File: src/rtl/wb_pkg.sv
// Shared constants and entry type for the register writeback unit.
package wb_pkg;
   localparam int WB_XLEN   = 32;
   localparam int WB_DEPTH  = 4;
   localparam int REG_COUNT = 32;
   localparam int RD_W      = 5;

   typedef struct packed {
      logic [RD_W-1:0]    rd;
      logic [WB_XLEN-1:0] data;
   } wb_entry_t;
endpackage

File: src/rtl/wb_fifo.sv
// Dual-push, single-pop circular buffer of writeback entries.
// Push0 is always older than push1 when both are taken in the same cycle.
module wb_fifo
   import wb_pkg::*;
#(
   parameter int DEPTH = WB_DEPTH,
   parameter int XLEN  = WB_XLEN,
   localparam int PW   = $clog2(DEPTH),
   localparam int CW   = $clog2(DEPTH + 1)
) (
   input  logic                   clk,
   input  logic                   reset_n,
   input  logic                   push0,
   input  logic [RD_W-1:0]        push0_rd,
   input  logic [XLEN-1:0]        push0_data,
   input  logic                   push1,
   input  logic [RD_W-1:0]        push1_rd,
   input  logic [XLEN-1:0]        push1_data,
   input  logic                   pop,
   output logic [CW-1:0]          count,
   output logic [RD_W-1:0]        head_rd,
   output logic [XLEN-1:0]        head_data,
   output logic [DEPTH-1:0]       ent_valid,
   output logic [DEPTH*RD_W-1:0]  ent_rd,
   output logic [DEPTH*XLEN-1:0]  ent_data
);
   logic [RD_W-1:0] rd_q   [DEPTH];
   logic [XLEN-1:0] data_q [DEPTH];
   logic [PW-1:0]   rd_ptr;
   logic [PW-1:0]   wr_ptr;
   logic [PW-1:0]   wr_ptr1;

   assign wr_ptr1 = wr_ptr + PW'(push0);

   always_ff @(posedge clk or negedge reset_n) begin
      if (!reset_n) begin
         rd_ptr <= '0;
         wr_ptr <= '0;
         count  <= '0;
      end else begin
         rd_ptr <= rd_ptr + PW'(pop);
         wr_ptr <= wr_ptr + PW'(push0) + PW'(push1);
         count  <= count + CW'(push0) + CW'(push1) - CW'(pop);
      end
   end

   // Entry storage carries no reset; occupancy is tracked by count alone.
   always_ff @(posedge clk) begin
      if (push0) begin
         rd_q[wr_ptr]   <= push0_rd;
         data_q[wr_ptr] <= push0_data;
      end
      if (push1) begin
         rd_q[wr_ptr1]   <= push1_rd;
         data_q[wr_ptr1] <= push1_data;
      end
   end

   assign head_rd   = rd_q[rd_ptr];
   assign head_data = data_q[rd_ptr];

   // Age-ordered view: slot 0 is the head, higher slots are younger.
   always_comb begin
      ent_valid = '0;
      ent_rd    = '0;
      ent_data  = '0;
      for (int k = 0; k < DEPTH; k++) begin
         ent_valid[k]               = (CW'(k) < count);
         ent_rd[k*RD_W +: RD_W]     = rd_q[rd_ptr + PW'(k)];
         ent_data[k*XLEN +: XLEN]   = data_q[rd_ptr + PW'(k)];
      end
   end
endmodule

File: src/rtl/reg_writeback_unit.sv
// Merges ALU and memory results into an in-order queue draining one register-file
// write per cycle, with a busy scoreboard for decode and a forwarding lookup.
module reg_writeback_unit
   import wb_pkg::*;
#(
   parameter int DEPTH = WB_DEPTH,
   parameter int XLEN  = WB_XLEN
) (
   input  logic                 clk,
   input  logic                 reset_n,
   input  logic                 mem_valid,
   output logic                 mem_ready,
   input  logic [4:0]           mem_rd,
   input  logic [XLEN-1:0]      mem_data,
   input  logic                 alu_valid,
   output logic                 alu_ready,
   input  logic [4:0]           alu_rd,
   input  logic [XLEN-1:0]      alu_data,
   input  logic                 rsv_valid,
   output logic                 rsv_ready,
   input  logic [4:0]           rsv_rd,
   output logic [REG_COUNT-1:0] busy_mask,
   input  logic [4:0]           fwd_addr,
   output logic                 fwd_hit,
   output logic [XLEN-1:0]      fwd_data,
   output logic                 rf_write_en,
   output logic [4:0]           rf_write_addr,
   output logic [XLEN-1:0]      rf_write_data
);
   localparam int            CW      = $clog2(DEPTH + 1);
   localparam logic [CW:0]   DEPTH_C = DEPTH[CW:0];

   logic [CW-1:0]          count;
   logic [RD_W-1:0]        head_rd;
   logic [XLEN-1:0]        head_data;
   logic [DEPTH-1:0]       ent_valid;
   logic [DEPTH*RD_W-1:0]  ent_rd;
   logic [DEPTH*XLEN-1:0]  ent_data;

   logic                   pop;
   logic [CW:0]            used_after_pop;
   logic                   mem_fire;
   logic                   alu_fire;
   logic                   mem_enq;
   logic                   alu_enq;
   logic                   rsv_fire;
   logic [REG_COUNT-1:0]   busy_q;
   logic [REG_COUNT-1:0]   busy_set;
   logic [REG_COUNT-1:0]   busy_clr;

   // The head drains unconditionally; the register file never stalls.
   assign pop            = (count != '0);
   assign used_after_pop = {1'b0, count} - {{CW{1'b0}}, pop};

   assign mem_ready = (used_after_pop < DEPTH_C);
   assign mem_fire  = mem_valid & mem_ready;
   assign alu_ready = ((used_after_pop + {{CW{1'b0}}, mem_fire}) < DEPTH_C);
   assign alu_fire  = alu_valid & alu_ready;

   // x0 handshakes complete but never occupy a slot.
   assign mem_enq = mem_fire & (mem_rd != 5'd0);
   assign alu_enq = alu_fire & (alu_rd != 5'd0);

   wb_fifo #(
      .DEPTH (DEPTH),
      .XLEN  (XLEN)
   ) u_fifo (
      .clk        (clk),
      .reset_n    (reset_n),
      .push0      (mem_enq),
      .push0_rd   (mem_rd),
      .push0_data (mem_data),
      .push1      (alu_enq),
      .push1_rd   (alu_rd),
      .push1_data (alu_data),
      .pop        (pop),
      .count      (count),
      .head_rd    (head_rd),
      .head_data  (head_data),
      .ent_valid  (ent_valid),
      .ent_rd     (ent_rd),
      .ent_data   (ent_data)
   );

   assign rf_write_en   = pop;
   assign rf_write_addr = pop ? head_rd   : 5'd0;
   assign rf_write_data = pop ? head_data : '0;

   // Busy still reads set in the cycle its entry pops, so a same-rd reserve waits.
   assign rsv_ready = (rsv_rd == 5'd0) | ~busy_q[rsv_rd];
   assign rsv_fire  = rsv_valid & rsv_ready & (rsv_rd != 5'd0);

   always_comb begin
      busy_set = '0;
      busy_clr = '0;
      if (rsv_fire) busy_set[rsv_rd]  = 1'b1;
      if (pop)      busy_clr[head_rd] = 1'b1;
   end

   always_ff @(posedge clk or negedge reset_n) begin
      if (!reset_n) begin
         busy_q <= '0;
      end else begin
         busy_q <= ((busy_q & ~busy_clr) | busy_set) & {{(REG_COUNT-1){1'b1}}, 1'b0};
      end
   end

   assign busy_mask = busy_q;

   // Scan oldest to youngest so the last match is the youngest value.
   always_comb begin
      fwd_hit  = 1'b0;
      fwd_data = '0;
      for (int k = 0; k < DEPTH; k++) begin
         if (ent_valid[k] && (ent_rd[k*RD_W +: RD_W] == fwd_addr) && (fwd_addr != 5'd0)) begin
            fwd_hit  = 1'b1;
            fwd_data = ent_data[k*XLEN +: XLEN];
         end
      end
   end
endmodule

File: config.mk
export PLATFORM = sky130hd
export DESIGN_NAME = reg_writeback_unit
export DESIGN_NICKNAME = d
export VERILOG_FILES = /design/src/rtl/wb_pkg.sv /design/src/rtl/wb_fifo.sv /design/src/rtl/reg_writeback_unit.sv
export SDC_FILE = /design/constraint.sdc
export NUM_CORES = 1
export LEC_CHECK = 0
export ABC_AREA = 1
export CAP_MARGIN = 0
export CORE_MARGIN = 2
export CORE_UTILIZATION = 35
export CTS_CLUSTER_DIAMETER = 200
export DETAILED_ROUTE_END_ITERATION = 6
export DONT_BUFFER_PORTS = 1
export GPL_TIMING_DRIVEN = 0
export PLACE_DENSITY_LB_ADDON = 0.12
export RECOVER_POWER = 25
export SLEW_MARGIN = 10
export SYNTH_ARGS = -nofsm -noshare
export SYNTH_HDL_FRONTEND = slang
export SYNTH_SLANG_ARGS = --single-unit
export TNS_END_PERCENT = 10
File: constraint.sdc
create_clock -name clk -period 7.03 [get_ports clk]
set_input_delay 1.406 -clock clk [delete_from_list [all_inputs] [get_ports clk]]
set_output_delay 1.406 -clock clk [all_outputs]
set_load 0.02 [all_outputs]
# Word-level counts from Yosys, hierarchy flattened

Memories as Yosys holds them, arrays and structs flattened.
Index checks and enable logic that the tools add are counted.

Bits in registers: 38
RAM bits: 148
Input port bits: 89
Memories kept: 2

Memory list:

| name          | words | width | rd ports | clocked after Yosys merged registers in | write ports | RTL line      | RTL |
|---|---|---|---|---|---|---|---|
| u_fifo.data_q | 4     | 32    | 4        | 0                                       | 2           | wb_fifo.sv:28 | `logic [XLEN-1:0] data_q [DEPTH];` |
| u_fifo.rd_q   | 4     | 5     | 4        | 0                                       | 2           | wb_fifo.sv:27 | `logic [RD_W-1:0] rd_q [DEPTH];` |

Add/sub/neg operators: 11
Order comparisons: 10
Equal/unequal tests: 4
Muxes and demuxes: 22
Bitwise logic cells: 11
Reduce and logical (&&, ||, !) cells: 16

Operators with widths:

| kind                                                | count |
|---|---|
| 2-to-1 mux 32 bit                                   | 7 |
| AND 32 bit                                          | 1 |
| inverter 32 bit                                     | 1 |
| bitwise OR 32 bit                                   | 1 |
| equality test 5 bit                                 | 4 |
| nonzero test 5 bit                                  | 4 |
| < comparator 5 x 6 -> 1 bit, second input constant  | 2 |
| 2-to-1 mux 1 bit                                    | 11 |
| demux 1 bit (select 5 bit)                          | 2 |
| >= comparator 5 x 1 -> 1 bit, second input constant | 2 |
| logical AND 1 bit                                   | 10 |
| < comparator 4 x 3 -> 1 bit, second input constant  | 2 |
| adder 2 x 1 -> 2 bit                                | 3 |
| adder 3 x 1 -> 3 bit                                | 2 |
| AND 1 bit                                           | 6 |
| < comparator 1 x 3 -> 1 bit, first input constant   | 2 |
| < comparator 2 x 3 -> 1 bit, first input constant   | 2 |
| binary-select mux 1 bit (select 5 bit)              | 1 |
| zero test 5 bit                                     | 1 |
| 2-to-1 mux 5 bit                                    | 1 |
| adder 2 bit, second input constant                  | 2 |
| adder 4 x 1 -> 4 bit                                | 1 |
| subtractor 3 x 1 -> 4 bit                           | 1 |
| nonzero test 3 bit                                  | 1 |
| 4 further kinds                                     | 4 |

# Depth between registers and ports, before layout

Depth in word-level cells: 10
Depth in mapped cells: 17
Mapped depth without buffers: 14

# Cells and area by module

A second synthesis with hierarchy kept.

Cell total of the unflattened synthesis: 2455
Area total of the unflattened synthesis: 15657.5 µm²

Modules (own cells, without submodules):

| module             | times used | cells each | area each (µm²) |
|---|---|---|---|
| wb_fifo            | 1          | 1621       | 11257.0 |
| reg_writeback_unit | 1          | 834        | 4400.5 |

# Least setup slack after synthesis

OpenSTA, ideal clock, no wires.

Path kind: register to register
Start: register u_fifo.count[0]
End: memory u_fifo.data_q[2][0] (netlist bit) (enable)
Library setup time: 0.487 ns
Arrival: 4.941 ns
Path slack: 1.601 ns
Stages on the path, launching flop included: 12
Path buffers: 1
Period minus slack after synthesis: 5.429 ns
Path through: dfrtp_1 > nor3_1 > clkbuf_1 > inv_1 > ha_1 > ha_1 > nand2_1 > nand3_1 > inv_1 > and3_1 > inv_1 > o31ai_1

RTL lines:

| element                  | RTL line      | RTL |
|---|---|---|
| start: declaration       | wb_fifo.sv:20 | `output logic [CW-1:0] count,` |
| start signal: assignment | wb_fifo.sv:43 | `count <= count + CW'(push0) + CW'(push1) - CW'(pop);` |
| end: declaration         | wb_fifo.sv:28 |  |

==> reports/metrics.csv <==
stage,metric,value,unit
power,power_density,554,nW/um^2
clock_network,ctsHoldBuffers,0,
setup_path,cp.required,7.24,ns
placed_design,gp_congestion,0.942,
yosys,synth_async_sr_flop_share,0.204,
setup_path,rr_endpoint,u_fifo.data_q[0][13]$_DFFE_PP_,
run_status,status,finished clean,
power,p_clk_frac,0.120,
layout,finalNetCount,2220,
power,switching_power,4.81,mW
sta,setup_viol,0,
floorplanning,floorplan.initialDensity,0.354,
setup_path,critPathKind,register to register,
power,seqPwrFrac,0.254,
yosys,ys_dominant_reg_cell,edfxtp_1,
yosys,synth_seq_cells,186,
layout,fillers,4082,
sta,fin_hold_ws,0.618,ns
floorplanning,dieArea,40700,sq um
power,p_total,8.39,mW
yosys,synth_cells,2093,
setup_path,r2r_slack,1.68,ns
global_routing,grt_pass1_wl,83.2,mm
yosys,ys_types,33,
sta,timing.fmax,0.187,GHz
clock_network,clockBufferDepth,2,
yosys,synth_edf_count,148,
setup_path,crit_arrival,5.56,ns
drt,detail-route-antenna-nets,0,
setup_path,path_cells,nor3_1 > clkbuf_1 > inv_1 > ha_1 > ha_1 > or2_1 > nand3_1 > inv_1 > and3_1 > ha_1 > inv_1 > nand3_1 > buf_2 > clkbuf_1 > o21ai_4 > buf_16,
drt,viasPerCell,5.39,
drt,dr.first_iter.drc_count,1312,
power,power_frac_comb,0.627,
setup_path,crit_path_end_kind,register,
yosys,synth.top_cell.area_share,0.325,
sta,drv_slew,0,
worst_hold_path,min_path_type,primary input to asynchronous set/reset pin,
global_routing,grtUsageTotal,0.271,
clock_network,cts_max_level,4,
setup_path,r2r_cells,16,
yosys,synth_fp_nets,2192,
clock_network,post_cts_buffers,0,
power,switching_share,0.573,
layout,final_layout_size_suffix_gt1_frac,0.0511,
setup_path,r2r-start,u_fifo.count[2]$_DFF_PN0_,
sta,report.final.hold_viol_count,0,
sta,slew_headroom,0.294,
setup_path,crit_path_start_kind,register,
drt,drc_errors,0,
drt,firstDrtPassIters,5,
drt,wl_per_cell,20.8,um
floorplanning,rows,72,
floorplanning,core_area,38600,sq um
sta,tns,0,ns
sta,finalCritPeriodShare,0.761,
yosys,yosys.area.top_type,edfxtp_1,
floorplanning,die_h,202,um
placed_design,hpwl,41.2,mm
clock_network,numCtsBuffers,17,
yosys,yosys-top-cells-area,"edfxtp_1, nand2_1, o21ai_0, dfrtp_1, nor2_1",
global_routing,grt-ovfl-total,0,
placed_design,io_buffer_count,0,
power,peakVddDrop,0.194,mV
global_routing,grt_max_degree,39,
yosys,yosysMostFrequentCell,nand2_1,
drt,wirelength,55.1,mm
sta,rsz0062_at_grt,no,
yosys,synth_area,13700,sq um
clock_network,cts_resized,0,
global_routing,grt_pass1_vias,13700,
clock_network,clock_latency,0.47,ns
floorplanning,die_w,202,um
setup_path,slowest_stage,clkbuf_1,
floorplanning,io_pins,195,
power,leakagePower,6.93,nW
global_routing,antenna_found_initial,2,
yosys,synth_area_per_cell,6.53,sq um
drt,num_vias,14300,
setup_path,critPathMaxStageDelay,0.64,ns
power,cellInternalPower,3.58,mW
flow_run,cap_viol_max_count,0,
yosys,ys_warn_count,0,
setup_path,crit_fanout,17,
clock_network,clock_sinks,186,
clock_network,clkTransAtPathRegs,0.08,ns
layout,area_growth,10.9,%
clock_network,cts_tree,done,
clock_network,root_buffer,clkbuf_16,
yosys,ys_seq_area_frac,0.395,
sta,skew,0.0181,ns
sta,tightest_slew,1.05,ns
yosys,ys_top_cells_by_count,"nand2_1, o21ai_0, nor2_1, edfxtp_1, inv_1",
sta,fin_crit,5.35,ns
## kinds of logic (layout without fill, tap and decap cells)
logic type / Yosys count / in the layout / share of synthesized area
other cells: 1 / 2 / 0.000274
simple gates: 1186 / 1186 / 0.349
flops: 186 / 186 / 0.395
buf+inv: 292 / 333 / 0.0876
fa+ha+maj: 10 / 10 / 0.0103
xor+xnor: 8 / 8 / 0.00513
compound gates: 410 / 410 / 0.153
## worst max path at each step
stage,startpoint,endpoint,slack (ns),cells past startpoint
CTS,u_fifo.count[2]$_DFF_PN0_,u_fifo.data_q[0][18]$_DFFE_PP_,1.69,16
global route,u_fifo.count[0]$_DFF_PN0_,u_fifo.data_q[0][13]$_DFFE_PP_,1.40,16
global placement,u_fifo.count[2]$_DFF_PN0_,u_fifo.data_q[2][9]$_DFFE_PP_,-2.12,11
floorplan,u_fifo.count[0]$_DFF_PN0_,u_fifo.data_q[2][0]$_DFFE_PP_,1.60,11
detailed placement,u_fifo.count[2]$_DFF_PN0_,u_fifo.data_q[0][13]$_DFFE_PP_,1.72,16
finish,u_fifo.count[2]$_DFF_PN0_,u_fifo.data_q[0][13]$_DFFE_PP_,1.68,16
## state kept, by name, indices dropped and copies added, names as in the netlist
| register | cells |
|---|---|
| u_fifo.data_q | 128 |
| busy_mask | 31 |
| u_fifo.rd_q | 20 |
| u_fifo.count | 3 |
| u_fifo.rd_ptr | 2 |
| u_fifo.wr_ptr | 2 |
## layout make-up
class,instances,area [sq um],share of cell area
antenna,1,2.50,0.000165
buffer,139,618,0.0408
clock buffer,20,457,0.0301
clock inverter,12,135,0.00891
inverter,153,574,0.0379
multi-input combinational,1615,7130,0.470
sequential,186,5400,0.356
tap,518,648,0.0428
timing repair buffer,9,203,0.0134
## cell usage in the layout, fill, tap and decap left out, types with 3 or more instances in the layout
cell,n
a21oi_1,6
nor2_1,188
nor3_1,10
nand4_1,64
edfxtp_1,148
clkbuf_1,69
o21ai_0,368
buf_4,8
inv_2,5
nand2_1,829
xor2_1,5
buf_1,20
dfrtp_1,38
clkbuf_16,17
buf_8,3
buf_16,5
a22oi_1,13
inv_1,148
xnor2_1,3
nand3_1,82
or2_2,3
o21ai_1,17
inv_6,5
buf_2,41
ha_1,8
## power by group through the flow
stage	Clock, mW	Sequential, mW	Combinational (mW)
4_1_cts	1.02	2.13	5.21
2_1_floorplan	0	2.08	3.43
6_report	1.00	2.13	5.26
3_5_place_dp	0	2.14	5.20
5_1_grt	1.05	2.18	5.78
3_3_place_gp	0	2.23	4.98
## through the flow
step / instances / setup WS [ns] / util / area, sq um
after floorplan: 2093 / 1.60 / - / 13700
after global placement: 2611 / -2.12 / 0.371 / 14300
after detailed placement: 2620 / 1.72 / 0.377 / 14600
after CTS: 2652 / 1.69 / 0.392 / 15200
after global routing: 2653 / 1.40 / 0.392 / 15200
final: 2653 / 1.68 / 0.392 / 15200
## critical path: cells and delay by family, from the launching register on
family	cells	cell delay (ns)
adder cells (fa/ha/maj)	3	0.89
buffers and inverters	7	2.40
AND/OR/NAND/NOR	5	0.98
AO/OA/AOI/OAI	1	0.36
flip-flops	1	0.42
## layer usage
layer | vias up | routed length [um] | GRT usage
li1 | 6898 | - | -
met1 | 6643 | 23100 | 0.347
met2 | 661 | 25300 | 0.439
met3 | 90 | 5070 | 0.0722
met4 | 2 | 1540 | 0.0980
met5 | - | 13 | 0
Note: power is estimated with default switching activity, not from simulation.
